File: src/rtl/if_prefetch_buffer_if.sv
// ---------------------------------------------------------------------------
// if_prefetch_buffer_if
//   Groups the signals of the instruction-fetch front end into one bundle:
//   the memory request channel, the in-order response channel, the redirect
//   input from the back end, and the instruction channel to decode.
//
//   master : the prefetch buffer (drives req_*, inst*, proto_err)
//   slave  : the environment (memory, decode and redirect source)
//
//   req_valid/req_ready/req_addr  word request to instruction memory
//   resp_valid/resp_data          in-order instruction return, always accepted
//   redirect_valid/redirect_pc    flush and re-steer fetch
//   inst_valid/inst_ready         buffer head handshake to decode
//   inst/inst_pc                  head instruction and its PC
//   proto_err                     sticky: response seen with nothing in flight
// ---------------------------------------------------------------------------
interface if_prefetch_buffer_if #(
  parameter int unsigned XLEN = 64
);
  logic            req_valid;
  logic            req_ready;
  logic [XLEN-1:0] req_addr;
  logic            resp_valid;
  logic [31:0]     resp_data;
  logic            redirect_valid;
  logic [XLEN-1:0] redirect_pc;
  logic            inst_valid;
  logic            inst_ready;
  logic [31:0]     inst;
  logic [XLEN-1:0] inst_pc;
  logic            proto_err;

  modport master (
    output req_valid, req_addr, inst_valid, inst, inst_pc, proto_err,
    input  req_ready, resp_valid, resp_data, redirect_valid, redirect_pc,
           inst_ready
  );

  modport slave (
    input  req_valid, req_addr, inst_valid, inst, inst_pc, proto_err,
    output req_ready, resp_valid, resp_data, redirect_valid, redirect_pc,
           inst_ready
  );
endinterface

File: src/rtl/if_prefetch_buffer.sv
// ---------------------------------------------------------------------------
// if_prefetch_buffer
//   Instruction-fetch front end. Owns the fetch PC, issues sequential word
//   requests to instruction memory, accepts in-order responses and buffers up
//   to DEPTH {pc, inst} entries for decode. A redirect flushes the buffer,
//   re-steers fetch and marks every still-outstanding response for discard.
//
//   Parameters : XLEN (PC width), RESET_PC (first fetch address),
//                DEPTH (buffer entries, power of two >= 2; also the cap on
//                in-flight requests plus buffered entries)
//   clk        : rising-edge clock
//   rst        : synchronous, active-high reset
//   bus        : if_prefetch_buffer_if.master (request, response, redirect,
//                decode channel and proto_err)
// ---------------------------------------------------------------------------
module if_prefetch_buffer #(
  parameter int unsigned     XLEN     = 64,
  parameter logic [XLEN-1:0] RESET_PC = 'h8000_0000,
  parameter int unsigned     DEPTH    = 4
) (
  input logic                  clk,
  input logic                  rst,
  if_prefetch_buffer_if.master bus
);

  localparam int unsigned AW = $clog2(DEPTH);
  localparam int unsigned CW = AW + 1;

  typedef logic [CW-1:0] cnt_t;
  typedef logic [AW-1:0] ptr_t;

  logic [XLEN-1:0] fetch_pc;
  logic [XLEN-1:0] resp_pc;
  cnt_t            inflight;
  cnt_t            drop;
  cnt_t            count;
  ptr_t            rd_ptr;
  ptr_t            wr_ptr;
  logic            proto_err_q;

  logic [XLEN-1:0] pc_mem   [DEPTH];
  logic [31:0]     inst_mem [DEPTH];

  logic            redirect;
  logic [XLEN-1:0] redirect_pc_al;
  logic            credit;
  logic            req_fire;
  logic            resp_ok;
  logic            push;
  logic            pop;
  logic            fifo_nonempty;

  assign redirect       = bus.redirect_valid;
  assign redirect_pc_al = bus.redirect_pc & ~XLEN'(3);

  // Requests in flight plus buffered entries never exceed DEPTH, so every
  // kept response is guaranteed a free slot when it arrives.
  assign credit   = ({1'b0, inflight} + {1'b0, count}) < (CW+1)'(DEPTH);

  assign bus.req_valid = !rst && !redirect && credit;
  assign bus.req_addr  = fetch_pc;
  assign req_fire      = bus.req_valid && bus.req_ready;

  // A response with nothing in flight is a protocol error and is ignored.
  assign resp_ok = bus.resp_valid && (inflight != '0);
  assign push    = resp_ok && (drop == '0) && !redirect;

  assign fifo_nonempty  = (count != '0);
  assign bus.inst_valid = fifo_nonempty && !redirect;
  assign pop            = bus.inst_valid && bus.inst_ready;

  // Head is forced to zero when empty so outputs read 0 out of reset.
  assign bus.inst      = fifo_nonempty ? inst_mem[rd_ptr] : '0;
  assign bus.inst_pc   = fifo_nonempty ? pc_mem[rd_ptr]   : '0;
  assign bus.proto_err = proto_err_q;

  // NOTE: sequential state uses non-blocking assignments so every register
  // samples the pre-edge values regardless of statement order.
  always_ff @(posedge clk) begin
    if (rst) begin
      fetch_pc    <= RESET_PC;
      resp_pc     <= RESET_PC;
      inflight    <= '0;
      drop        <= '0;
      count       <= '0;
      rd_ptr      <= '0;
      wr_ptr      <= '0;
      proto_err_q <= 1'b0;
    end else begin
      // req_fire is already low during a redirect, so this holds either way.
      inflight <= inflight + cnt_t'(req_fire) - cnt_t'(resp_ok);

      if (bus.resp_valid && (inflight == '0)) begin
        proto_err_q <= 1'b1;
      end

      if (redirect) begin
        fetch_pc <= redirect_pc_al;
        resp_pc  <= redirect_pc_al;
        // Everything still outstanding after this cycle's response is stale.
        drop     <= inflight - cnt_t'(resp_ok);
        count    <= '0;
        rd_ptr   <= '0;
        wr_ptr   <= '0;
      end else begin
        if (req_fire) begin
          fetch_pc <= fetch_pc + XLEN'(4);
        end
        if (resp_ok && (drop != '0)) begin
          drop <= drop - cnt_t'(1);
        end
        if (push) begin
          wr_ptr  <= wr_ptr + ptr_t'(1);
          resp_pc <= resp_pc + XLEN'(4);
        end
        if (pop) begin
          rd_ptr <= rd_ptr + ptr_t'(1);
        end
        count <= count + cnt_t'(push) - cnt_t'(pop);
      end
    end
  end

  // NOTE: buffer storage is not reset; count gates every read, so stale
  // contents are never visible and the array can map onto plain RAM/flops.
  always_ff @(posedge clk) begin
    if (push) begin
      pc_mem[wr_ptr]   <= resp_pc;
      inst_mem[wr_ptr] <= bus.resp_data;
    end
  end

endmodule

File: src/flat_wrapper.sv
// flat-port wrapper written by rule: the top's interface ports become plain ports
module if_prefetch_buffer_flat 
#(
  parameter int unsigned     XLEN     = 64,
  parameter logic [XLEN-1:0] RESET_PC = 'h8000_0000,
  parameter int unsigned     DEPTH    = 4
)
  (clk, rst, bus_req_valid, bus_req_addr, bus_inst_valid, bus_inst, bus_inst_pc, bus_proto_err, bus_req_ready, bus_resp_valid, bus_resp_data, bus_redirect_valid, bus_redirect_pc, bus_inst_ready);
  if_prefetch_buffer_if #(.XLEN(XLEN)) bus_i ();
  input logic clk;
  input logic rst;
  output wire logic [$bits(bus_i.req_valid)-1:0] bus_req_valid;
  output wire logic [$bits(bus_i.req_addr)-1:0] bus_req_addr;
  output wire logic [$bits(bus_i.inst_valid)-1:0] bus_inst_valid;
  output wire logic [$bits(bus_i.inst)-1:0] bus_inst;
  output wire logic [$bits(bus_i.inst_pc)-1:0] bus_inst_pc;
  output wire logic [$bits(bus_i.proto_err)-1:0] bus_proto_err;
  input wire logic [$bits(bus_i.req_ready)-1:0] bus_req_ready;
  input wire logic [$bits(bus_i.resp_valid)-1:0] bus_resp_valid;
  input wire logic [$bits(bus_i.resp_data)-1:0] bus_resp_data;
  input wire logic [$bits(bus_i.redirect_valid)-1:0] bus_redirect_valid;
  input wire logic [$bits(bus_i.redirect_pc)-1:0] bus_redirect_pc;
  input wire logic [$bits(bus_i.inst_ready)-1:0] bus_inst_ready;
  assign bus_req_valid = bus_i.req_valid;
  assign bus_req_addr = bus_i.req_addr;
  assign bus_inst_valid = bus_i.inst_valid;
  assign bus_inst = bus_i.inst;
  assign bus_inst_pc = bus_i.inst_pc;
  assign bus_proto_err = bus_i.proto_err;
  assign bus_i.req_ready = bus_req_ready;
  assign bus_i.resp_valid = bus_resp_valid;
  assign bus_i.resp_data = bus_resp_data;
  assign bus_i.redirect_valid = bus_redirect_valid;
  assign bus_i.redirect_pc = bus_redirect_pc;
  assign bus_i.inst_ready = bus_inst_ready;
  if_prefetch_buffer #(.XLEN(XLEN), .RESET_PC(RESET_PC), .DEPTH(DEPTH)) u_core (.clk(clk), .rst(rst), .bus(bus_i));
endmodule
File: config.mk
export PLATFORM = sky130hd
export DESIGN_NAME = if_prefetch_buffer_flat
export DESIGN_NICKNAME = d
export VERILOG_FILES = /design/src/rtl/if_prefetch_buffer_if.sv /design/src/rtl/if_prefetch_buffer.sv /design/src/flat_wrapper.sv
export SDC_FILE = /design/constraint.sdc
export NUM_CORES = 1
export LEC_CHECK = 0
export CORE_ASPECT_RATIO = 1.4
export CORE_MARGIN = 2
export CORE_UTILIZATION = 51
export DETAILED_ROUTE_END_ITERATION = 7
export PLACE_DENSITY_LB_ADDON = 0.3
export SYNTH_ARGS = -nofsm -noshare
export SYNTH_HDL_FRONTEND = slang
export SYNTH_SLANG_ARGS = --single-unit
File: constraint.sdc
create_clock -name clk -period 4.5 [get_ports clk]
set_clock_uncertainty 0.05 [all_clocks]
set_input_delay 0.9 -clock clk [delete_from_list [all_inputs] [get_ports clk]]
set_output_delay 0.9 -clock clk [all_outputs]
set_load 0.1 [all_outputs]
# Word level (Yosys, flattened, before mapping)
# Memory sizes are Yosys's and may differ from the RTL's. A register that Yosys moved wholly into a read port is not among the register bits.
# Index checks and enable logic that the tools add are counted.
[classes]
n_reduce_logical = 21
mux = 14
add_sub_neg = 11
n_lt_le_gt_ge = 1
[op_table]
columns = ["operator", "n"]
rows = [
  ["$mux 64", 5],
  ["$add 64x3->64 const B", 2],
  ["$mux 32", 1],
  ["$logic_and 1x1->1", 10],
  ["$reduce_bool 3->1", 3],
  ["$sub 3x1->3", 3],
  ["$mux 2", 4],
  ["$add 3x1->3", 2],
  ["$logic_not 3->1", 2],
  ["$mux 3", 2],
  ["$reduce_bool 2->1", 3],
  ["$add 2x1->2 const B", 2],
  ["$add 3x3->4", 1],
  ["$lt 4x3->1 const B", 1],
  ["$sub 3x1->3 const B", 1],
  ["$logic_not 1->1", 2],
  ["$mux 1", 2],
  ["$reduce_or 2->1", 1],
]
[word_totals]
mem_bits_rw = 384
memories = 2
ff_bits = 142
word_cells = 59
out_inout_bits = 163
[memory_table]
columns = ["name", "words", "width", "read_ports", "rd_ports_with_merged_regs", "wr", "line", "rtl"]
rows = [
  ["u_core.pc_mem", 4, 64, 1, 1, 1, "if_prefetch_buffer.sv:41", "logic [XLEN-1:0] pc_mem [DEPTH];"],
  ["u_core.inst_mem", 4, 32, 1, 1, 1, "if_prefetch_buffer.sv:42", "logic [31:0] inst_mem [DEPTH];"],
]

# Longest topological paths before layout
# Gate-level depths: netlist of the first run.
[depth]
word_depth = 6
mapped_depth = 11
ltp_nobuf = 9

# Worst setup path before layout of the first run
# Ideal clock, no wire load.
[synth_path]
kind = "input to register"
from = "in bus_redirect_valid"
to = "mem u_core.inst_mem[1][0] (enable)"
setup_slack_ns = 0.134
required_ns = 3.987
setup_ns = 0.463
t_arrival_ns = 3.853
path_buffers = 2
stages = 4
cell_sequence = "clkbuf_1 clkbuf_1 nor3_1 and2_1"
[synth_between]
elab_chain_len = 4
[synth_lines]
columns = ["element", "line", "rtl"]
rows = [
  ["start: declaration", "flat_wrapper.sv:21", "input wire logic [$bits(bus_i.redirect_valid)-1:0] bus_redirect_valid;"],
  ["$logic_not 1->1", "if_prefetch_buffer.sv:66", "assign push = resp_ok && (drop == '0) && !redirect;"],
  ["$logic_and 1x1->1", "if_prefetch_buffer.sv:66", ""],
  ["$mux 1", "if_prefetch_buffer.sv:127", "if (push) begin"],
  ["$mux 1 (implied by the code)", "if_prefetch_buffer.sv:129", "inst_mem[wr_ptr] <= bus.resp_data;"],
  ["end: declaration", "if_prefetch_buffer.sv:42", ""],
]
# No other way between the ends.

==> impl_summary.txt, run 1 <==
----------------------------------------------------
[Setup path]
  Critical R2R Capture ... u_core.bus.req_addr[54]
  Critical path capture point type ... primary output
  Data arrival time of the critical path ... 2.57 ns
  Worst Reg2Reg Path Length in Cells ... 8
  Kind of start point of the critical path ... flop
  Critical-path maximum fanout ... 51
  Required time at the endpoint of the critical path ... 3.55 ns
  Worst R2R Setup Slack ... 1.20 ns
  Startpoint-to-endpoint class of the critical path ... flop to primary output
  Crit path capture ... bus_inst_pc[5]
  Reg2reg start ... u_core.inflight[2]

[Yosys]
  Most repeated cell in the gate-level netlist after synthesis ... sky130_fd_sc_hd__edfxtp_1
  Number of enable flip-flop cells after synthesis ... 376
  Top-area cell type share of the netlist area ... 0.499
  Post-synth ARST share ... 0
  Top FF cell, synth ... sky130_fd_sc_hd__edfxtp_1
  Number of instances in the synthesized netlist ... 1676
  Top cell type by total area after synthesis ... sky130_fd_sc_hd__edfxtp_1
  Count of different cell masters after synthesis ... 67
  Leading cell types by total area after synthesis ... sky130_fd_sc_hd__edfxtp_1, sky130_fd_sc_hd__dfxtp_1, sky130_fd_sc_hd__mux4_2
  Total number of yosys warnings ... 0
  Synth top cells by count ... sky130_fd_sc_hd__edfxtp_1, sky130_fd_sc_hd__dfxtp_1, sky130_fd_sc_hd__nor2b_1
  FF+latch count, synth ... 516
  Cell area after technology mapping ... 22600 sq um
  Sequential area share after synthesis ... 0.623
  Post-synthesis area per instance ... 13.5 sq um

[Placed design]
  Post-detailed-placement half-perimeter wirelength ... 37600 um
  Routability-driven placement congestion ratio ... 0.886
  IO Port Bufs ... 258
  Worst-case setup slack after placement ... 0.878 ns
  Number of placed instances with taps included ... 2425

[Drt]
  DRT Pass-1 Iters ... 6
  Number of DRC violations after detailed-routing iteration 0 ... 1122
  Wirelength per Cell ... 22.4 um
  Antenna-violating nets left ... 0
  Total vias in the final route ... 15.5k
  Via density per instance ... 6.18
  Post-detailed-routing wire length ... 56300 um
  DRC violation count after routing ... 0

[Power]
  Leakage power ... 8.78 nW
  Worst IR drop on VDD ... 0.000244 V
  Power density over the cells ... 416 nW/um^2

[GRT]
  Total gr overflow ... 0
  Pin count of the biggest net entering global routing ... 74
  Number of antenna violations at the first check in global routing ... 0
  Global-route usage over all layers ... 0.244
  First-pass GRT wire length ... 87000 um
  Number of global-route vias before repair ... 15.6k

[Timing]
  Shortest clock period the worst path allows after layout ... 3.52 ns
  Aggregate negative setup slack ... 0 ns
  Max-slew violation total from the final report ... 0
  Worst Slack Setup Final ... 0.982 ns
  Hold Slack ... 0.477 ns
  Unrepaired setup endpoints after global routing ... no
  Number of setup violations in the final report ... 0
  Ratio of final minimum period to clock period ... 0.782
  Worst-margin pin slew ... 1.01 ns
  Max Clock Freq ... 284 MHz
  Max-slew headroom ... 0.322
  Final hold violation count ... 0

[Final layout]
  Non-filler instance count after layout ... 2512
  Nets ... 2036
  Relative area change from synthesis to final layout ... 20.4%
  Utilization after layout ... 0.620
  Fraction of final layout cells with drive strength greater than 1 ... 0.169
  Count of inserted antenna diode cells ... 0

[Die]
  Floorplan die height ... 253 um
  Top-level I/O count ... 265
  Horizontal die dimension ... 182 um
  Die area ... 46100 sq um
  Initial Utilization ... 0.514
  Standard cell core area ... 43900 sq um
  # rows ... 91

[Min path]
  Type of the tightest min-delay check ... flop to flop
  Cell depth of the worst min-delay path ... 2

[CTS]
  Cells resized by post-CTS repair ... 0
  Clock Sinks ... 516
  Root Buffer Master ... sky130_fd_sc_hd__clkbuf_16
  TritonCTS clock tree ... built
  CTS Hold Bufs ... 0
  Deepest level of the CTS H-tree ... 2
  Clock transition at the register clock pins on the worst setup and hold paths after CTS ... 0.07 ns
  CTS buffer count ... 47
  Clock network latency to the later pin of the worst-skew pair ... 0.56 ns
  Post-CTS setup buffer count ... 0
  Clock tree buffer depth ... 3

[Outcome]
  Run status ... finished clean

[Flow run]
  Total of max-cap violations ... 0

----------------------------------------------------
layout by cell type (no fill, tap or decap), types with 25 or more instances in the layout:
cell type	netlist	final
sky130_fd_sc_hd__or4_1	31	31
sky130_fd_sc_hd__buf_4	4	125
sky130_fd_sc_hd__edfxtp_1	376	376
sky130_fd_sc_hd__nand4_1	61	61
sky130_fd_sc_hd__dfxtp_1	140	138
sky130_fd_sc_hd__inv_1	53	52
sky130_fd_sc_hd__mux4_2	94	94
sky130_fd_sc_hd__o211ai_1	25	25
sky130_fd_sc_hd__nand2_1	76	76
sky130_fd_sc_hd__nor3_1	35	34
sky130_fd_sc_hd__nor2b_1	98	98
sky130_fd_sc_hd__xnor2_1	33	33
sky130_fd_sc_hd__a21oi_1	45	45
sky130_fd_sc_hd__clkbuf_16	0	49
sky130_fd_sc_hd__nand3_1	53	53
sky130_fd_sc_hd__clkdlybuf4s50_1	0	160
sky130_fd_sc_hd__nor2_1	88	88
sky130_fd_sc_hd__a31oi_1	32	32
flip-flops by register name, indices dropped and copies added, names as in the netlist, named ones only:
name	count
u_core.pc_mem	248
u_core.count	3
u_core.bus.proto_err	1
u_core.rd_ptr	2
u_core.inflight	3
u_core.resp_pc	62
u_core.drop	3
u_core.bus.req_addr	62
u_core.wr_ptr	2
u_core.inst_mem	128
metrics by stage:
stage	instance area (sq um)	total power [mW]
floorplan	22600	6.82
global placement	25600	7.30
detailed placement	25600	7.34
CTS	27200	11.4
global route	27200	11.7
finish	27200	11.3
metal layers:
metal	track usage	wire length, um	vias to the layer above
met1	0.316	22500	7661
met4	0.0871	1880	0
met3	0.0374	3940	134
met5	0	0	-
li1	-	-	7015
met2	0.421	27900	714
area by class of cell:
class / instances / area [sq um]
fillers: 3399 / 16700
flip-flops and latches: 516 / 14100
multi-input cells: 1004 / 7930
repair buffers: 293 / 2700
clock buffers: 57 / 1290
well taps: 558 / 698
clock inverters: 30 / 312
inverters: 54 / 204
critical path, cell delays in order (launching register included):
cell	delay, ns
sky130_fd_sc_hd__dfxtp_4	0.77
sky130_fd_sc_hd__buf_12	0.38
sky130_fd_sc_hd__mux4_2	0.25
sky130_fd_sc_hd__nor2b_1	0.24
sky130_fd_sc_hd__buf_4	0.34
power by group:
group	internal [mW]	leakage, nW	total (mW)	switching, mW
clock	2.38	0.777	4.10	1.72
sequential	5.33	4.59	5.54	0.214
combinational	0.517	3.42	1.70	1.18
total	8.23	8.78	11.3	3.11
kinds of logic after synthesis:
group | synth area share
AO/OA/AOI/OAI | 0.0778
buffers and inverters | 0.0274
adder cells (fa/ha/maj) | 0.0106
other | 0.000166
multiplexers | 0.0960
AND/OR/NAND/NOR | 0.144
flip-flops | 0.623
XOR/XNOR | 0.0209
how the worst min path moves through the flow:
stage                       startpoint                 endpoint  slack (ns)
5_1_grt           u_core.bus.proto_err     u_core.bus.proto_err        0.49
3_3_place_gp      u_core.bus.proto_err     u_core.bus.proto_err        0.45
4_1_cts           u_core.bus.proto_err     u_core.bus.proto_err        0.47
2_1_floorplan       u_core.resp_pc[30]     u_core.pc_mem[0][30]        0.41
3_5_place_dp      u_core.bus.proto_err     u_core.bus.proto_err        0.45
6_report       u_core.bus.req_addr[22]  u_core.bus.req_addr[22]        0.48
No activity file was read; power rests on OpenSTA's default activity.
==> inputs of run 2 (changes only) <==
--- a/config.mk
+++ b/config.mk
@@ -7,7 +7,7 @@
 export LEC_CHECK = 0
 export CORE_ASPECT_RATIO = 1.4
 export CORE_MARGIN = 2
-export CORE_UTILIZATION = 51
+export CORE_UTILIZATION = 56
 export DETAILED_ROUTE_END_ITERATION = 7
 export PLACE_DENSITY_LB_ADDON = 0.3
 export SYNTH_ARGS = -nofsm -noshare
==> constraint.sdc (replaced) <==
create_clock -name clk -period 3.35 [get_ports clk]
set_clock_uncertainty 0.05 [all_clocks]
set_input_delay 0.67 -clock clk [delete_from_list [all_inputs] [get_ports clk]]
set_output_delay 0.67 -clock clk [all_outputs]
set_load 0.1 [all_outputs]
==> impl_summary.txt, run 2 (synthesis results as in run 1) <==
----------------------------------------------------
[Outcome]
  Run status ... finished clean

[Final layout]
  Commonest cells after routing, fill and taps aside ... sky130_fd_sc_hd__edfxtp_1, sky130_fd_sc_hd__buf_4, sky130_fd_sc_hd__dfxtp_1
  Fraction of final layout cells with drive strength greater than 1 ... 0.259
  Most common cell after layout, fill and taps aside ... sky130_fd_sc_hd__edfxtp_1
  Largest register FFs ... 248
  Total non-filler cell area in the finished layout ... 27800 sq um
  Count of inserted antenna diode cells ... 0
  Area of the multi-input gates ... 8160 sq um
  Reg area ... 14100 sq um
  Count of fill cells added during filler insertion ... 2815
  Largest registers ... u_core.pc_mem x248, u_core.inst_mem x128
  Largest reg by FF count ... u_core.pc_mem
  Relative area change from synthesis to final layout ... 22.8%
  Nets ... 2063

[Timing]
  Aggregate negative setup slack ... 0 ns
  Worst-margin pin slew ... 0.690 ns
  Max-slew headroom ... 0.536
  Ratio of final minimum period to clock period ... 0.929
  Max-slew violation total from the final report ... 0
  Shortest clock period the worst path allows after layout ... 3.11 ns
  Max Clock Freq ... 321 MHz
  Unrepaired setup endpoints after global routing ... no
  Final hold violation count ... 0
  Number of setup violations in the final report ... 0

[Placed design]
  IO Port Bufs ... 258
  Placed instance area ... 26200 sq um
  Routability-driven placement congestion ratio ... 0.951
  Post-detailed-placement half-perimeter wirelength ... 38200 um

[Setup path]
  Count of buffer and inverter cells on the critical path ... 2
  Cell with the largest stage delay on the worst path ... sky130_fd_sc_hd__dfxtp_4
  Critical path capture point type ... primary output
  Crit path capture ... bus_inst[8]
  Critical R2R Capture ... u_core.bus.req_addr[45]
  Startpoint-to-endpoint class of the critical path ... flop to primary output
  Data arrival time of the critical path ... 2.39 ns
  Required time at the endpoint of the critical path ... 2.63 ns
  Worst R2R Setup Slack ... 0.42 ns
  Number of logic stages on the critical path including buffering ... 4
  Dominant delay contributor by cell family on the critical path ... flip-flops
  Critical-path maximum fanout ... 26
  Critical path, cell by cell ... buf_12 -> mux4_2 -> nor2b_2 -> buf_4
  Reg2reg start ... u_core.inflight[2]
  Kind of start point of the critical path ... flop
  Worst Reg2Reg Path Length in Cells ... 7
  Largest incremental delay on the critical path ... 0.56 ns

[GRT]
  First-pass GRT wire length ... 88700 um
  Global-route usage over all layers ... 0.270
  Total gr overflow ... 0
  Number of global-route vias before repair ... 15.7k
  Pin count of the biggest net entering global routing ... 96
  Number of antenna violations at the first check in global routing ... 0

[CTS]
  Clock Sinks ... 516
  TritonCTS clock tree ... built
  Clock transition at the register clock pins on the worst setup and hold paths after CTS ... 0.07 ns
  CTS buffer count ... 46
  Root Buffer Master ... sky130_fd_sc_hd__clkbuf_16
  Clock network latency to the later pin of the worst-skew pair ... 0.56 ns
  Deepest level of the CTS H-tree ... 2
  Clock tree buffer depth ... 3

[Die]
  Initial Utilization ... 0.564
  Floorplan die height ... 242 um
  Top-level I/O count ... 265
  Die area ... 42000 sq um
  Standard cell core area ... 40100 sq um
  Horizontal die dimension ... 174 um
  # rows ... 87

[Power]
  Power density over the cells ... 547 nW/um^2
  Worst IR drop on VDD ... 0.000343 V
  Leakage power ... 9.17 nW

[Flow run]
  Total of max-cap violations ... 0

[Drt]
  DRC violation count after routing ... 0
  Wirelength per Cell ... 22.7 um
  Number of DRC violations after detailed-routing iteration 0 ... 1127
  Total vias in the final route ... 15.7k
  Post-detailed-routing wire length ... 56900 um
  Antenna-violating nets left ... 0
  Via density per instance ... 6.24
  DRT Pass-1 Iters ... 5

[Min path]
  Type of the tightest min-delay check ... flop to flop

----------------------------------------------------
## run 2: cell type report
| cell class | count | area share |
|---|---|---|
| tap | 534 | 0.0241 |
| timing repair buffer | 321 | 0.112 |
| sequential | 516 | 0.508 |
| clock inverter | 29 | 0.0114 |
| inverter | 54 | 0.00734 |
| multi-input combinational | 1004 | 0.294 |
| clock buffer | 54 | 0.0437 |
## run 2: worst min-delay path by stage
stage,start,cells after the start,endpoint,slack [ns]
2_1_floorplan,u_core.resp_pc[30],0,u_core.pc_mem[0][30],0.41
3_3_place_gp,u_core.rd_ptr[1],2,flop,0.45
3_5_place_dp,u_core.bus.proto_err,2,u_core.bus.proto_err,0.46
4_1_cts,u_core.bus.req_addr[22],2,u_core.bus.req_addr[22],0.48
5_1_grt,rst,3,flop,0.52
6_report,u_core.bus.req_addr[22],2,u_core.bus.req_addr[22],0.48
## run 2: what timing repair did
| item | in CTS | in global routing |
|---|---|---|
| buffers inserted | 0 | 1 |
| hold buffers | 0 | 0 |
| resized for setup | 0 | 0 |
| endpoints found under the setup margin | 0 | 15 |
## run 2: power by group
part           switching [mW]  internal (mW)
clock network            2.29           3.07
logic                    1.63          0.780
registers               0.283           7.15
total                    4.20           11.0
## run 2: layer usage
layer	vias up	part of all wire	GRT usage
met3	116	0.069	0.0373
met4	0	0.032	0.0877
met5	-	0	0
met2	681	0.50	0.461
li1	7058	-	-
met1	7820	0.40	0.359
## run 2: per-stage QoR
step                      power (mW)  utilization  std cells  setup slack [ns]  hold WS [ns]
final                           15.2        0.693       2512             0.239         0.482
after global routing            15.7        0.693       2512             0.127         0.517
after CTS                       15.3        0.693       2511            0.0336         0.479
after detailed placement        9.97        0.655       2428             0.128         0.457
after global placement          9.92        0.655       2428             0.274         0.451
after floorplan                 9.20            -       1679            0.0962         0.408
## run 2: worst min-delay path, stage by stage, from the launching register on
cell and delay [ns]:
sky130_fd_sc_hd__dfxtp_1 0.35, sky130_fd_sc_hd__o21ai_0 0.08, sky130_fd_sc_hd__a21oi_1 0.06
==> inputs of run 3 (changes only) <==
--- a/config.mk
+++ b/config.mk
@@ -9,7 +9,7 @@
 export CORE_MARGIN = 2
 export CORE_UTILIZATION = 56
 export DETAILED_ROUTE_END_ITERATION = 7
-export PLACE_DENSITY_LB_ADDON = 0.3
+export PLACE_DENSITY = 0.9
 export SYNTH_ARGS = -nofsm -noshare
 export SYNTH_HDL_FRONTEND = slang
 export SYNTH_SLANG_ARGS = --single-unit
==> impl_summary.txt, run 3 (synthesis results as in run 1) <==
----------------------------------------------------
[Outcome]
  Run status ... finished clean

[Drt]
  DRC violation count after routing ... 0
  DRT Pass-1 Iters ... 6
  Wirelength per Cell ... 23.3 um
  Antenna-violating nets left ... 0
  Total vias in the final route ... 15.9k
  Number of DRC violations after detailed-routing iteration 0 ... 1565
  Post-detailed-routing wire length ... 58400 um
  Via density per instance ... 6.36

[Timing]
  Worst-margin pin slew ... 0.684 ns
  Unrepaired setup endpoints after global routing ... no
  Ratio of final minimum period to clock period ... 0.922
  Worst Slack Setup Final ... 0.263 ns
  Shortest clock period the worst path allows after layout ... 3.09 ns
  Number of setup violations in the final report ... 0
  Max-slew headroom ... 0.537
  Final hold violation count ... 0
  Hold Slack ... 0.479 ns
  Aggregate negative setup slack ... 0 ns
  Max Clock Freq ... 324 MHz
  Max-slew violation total from the final report ... 0

[Setup path]
  Cell with the largest stage delay on the worst path ... sky130_fd_sc_hd__mux4_2
  Worst Reg2Reg Path Length in Cells ... 8
  Data arrival time of the critical path ... 2.37 ns
  Largest incremental delay on the critical path ... 0.61 ns
  Kind of start point of the critical path ... flop
  Dominant delay contributor by cell family on the critical path ... buffers and inverters
  Critical path capture point type ... primary output
  Required time at the endpoint of the critical path ... 2.63 ns
  Startpoint-to-endpoint class of the critical path ... flop to primary output
  Count of buffer and inverter cells on the critical path ... 2
  Number of logic stages on the critical path including buffering ... 4
  Critical path, cell by cell ... buf_12 -> mux4_2 -> nor2b_2 -> buf_4
  Critical-path maximum fanout ... 51

[CTS]
  Cells resized by post-CTS repair ... 0
  CTS buffer count ... 47
  Root Buffer Master ... sky130_fd_sc_hd__clkbuf_16
  Clock Sinks ... 516
  Clock transition at the register clock pins on the worst setup and hold paths after CTS ... 0.06 ns
  CTS Hold Bufs ... 0
  Post-CTS setup buffer count ... 0
  Clock tree buffer depth ... 3
  TritonCTS clock tree ... built
  Clock network latency to the later pin of the worst-skew pair ... 0.57 ns
  Deepest level of the CTS H-tree ... 2

[Power]
  Sequential share of power ... 0.486
  Proportion of total power due to net switching ... 0.277
  Proportion of power drawn by the clock network ... 0.350
  Overall power ... 15.3 mW
  Worst IR drop on VDD ... 0.000346 V
  Share of power burned in combinational logic ... 0.165
  NetSw ... 4.25 mW
  Power density over the cells ... 541 nW/um^2
  Internal Dissipation ... 11.1 mW
  Leakage power ... 9.27 nW

[Final layout]
  Nets ... 2057
  Commonest cells after routing, fill and taps aside ... sky130_fd_sc_hd__edfxtp_1, sky130_fd_sc_hd__dfxtp_1, sky130_fd_sc_hd__buf_4
  Largest reg by FF count ... u_core.pc_mem
  Relative area change from synthesis to final layout ... 25.4%
  Utilization after layout ... 0.708
  Total non-filler cell area in the finished layout ... 28400 sq um
  Count of inserted antenna diode cells ... 0
  Largest registers ... u_core.pc_mem x248, u_core.inst_mem x128
  Most common cell after layout, fill and taps aside ... sky130_fd_sc_hd__edfxtp_1
  Largest register FFs ... 248
  Count of fill cells added during filler insertion ... 2633
  Fraction of final layout cells with drive strength greater than 1 ... 0.252
  Non-filler instance count after layout ... 2509

[Min path]
  Type of the tightest min-delay check ... flop to flop
  Cell depth of the worst min-delay path ... 2

[Placed design]
  Placed instance area ... 26800 sq um
  Worst-case setup slack after placement ... 0.207 ns
  Number of placed instances with taps included ... 2422
  Routability-driven placement congestion ratio ... 0.935
  IO Port Bufs ... 258
  Post-detailed-placement half-perimeter wirelength ... 39000 um

[Die]
  Horizontal die dimension ... 174 um
  Initial Utilization ... 0.564
  Die area ... 42000 sq um
  Standard cell core area ... 40100 sq um
  Top-level I/O count ... 265
  # rows ... 87
  Floorplan die height ... 242 um

[GRT]
  Pin count of the biggest net entering global routing ... 96
  Global-route usage over all layers ... 0.278
  Number of antenna violations at the first check in global routing ... 0
  Total gr overflow ... 0
  First-pass GRT wire length ... 91600 um
  Number of global-route vias before repair ... 15.9k

[Flow run]
  Total of max-cap violations ... 0

----------------------------------------------------
## run 3: path summary, 6_finish.rpt
kind,start,end,slack (ns)
hold / removal,u_core.bus.proto_err,u_core.bus.proto_err,0.48
hold reg to reg,u_core.bus.proto_err,u_core.bus.proto_err,0.48
setup reg to reg,u_core.inflight[2],u_core.bus.req_addr[25],0.42
setup / recovery,flop,bus_inst_pc[21],0.26
## run 3: power groups by stage
stage | sequential [mW] | combinational [mW] | clock (mW)
finish | 7.45 | 2.52 | 5.36
global route | 7.48 | 2.65 | 5.69
CTS | 7.44 | 2.53 | 5.43
detailed placement | 7.57 | 2.51 | 0
global placement | 7.53 | 2.47 | 0
floorplan | 7.86 | 1.34 | 0
## run 3: cell type report
cell class,count,area [sq um],area share
sequential,516,14100,0.497
multi-input combinational,1004,8160,0.288
timing repair buffer,314,3700,0.130
clock buffer,63,1280,0.0450
tap,534,668,0.0236
clock inverter,24,256,0.00904
inverter,54,204,0.00719
## run 3: routing by layer
metal,share of wire,GRT usage,routed length (um),up-vias
met5,0,0,0,-
li1,-,-,-,7057
met3,0.077,0.0410,4500,133
met2,0.51,0.471,29800,894
met1,0.38,0.365,22200,7865
met4,0.035,0.104,2030,0
## run 3: worst register-to-register path, cell delays in order (launching register included)
cell,delay (ns)
sky130_fd_sc_hd__dfxtp_1,0.47
sky130_fd_sc_hd__ha_1,0.28
sky130_fd_sc_hd__nor3_1,0.37
sky130_fd_sc_hd__nand4_1,0.25
sky130_fd_sc_hd__inv_1,0.30
sky130_fd_sc_hd__buf_4,0.32
sky130_fd_sc_hd__nand3_1,0.15
sky130_fd_sc_hd__or4_1,0.48
sky130_fd_sc_hd__a31oi_1,0.19
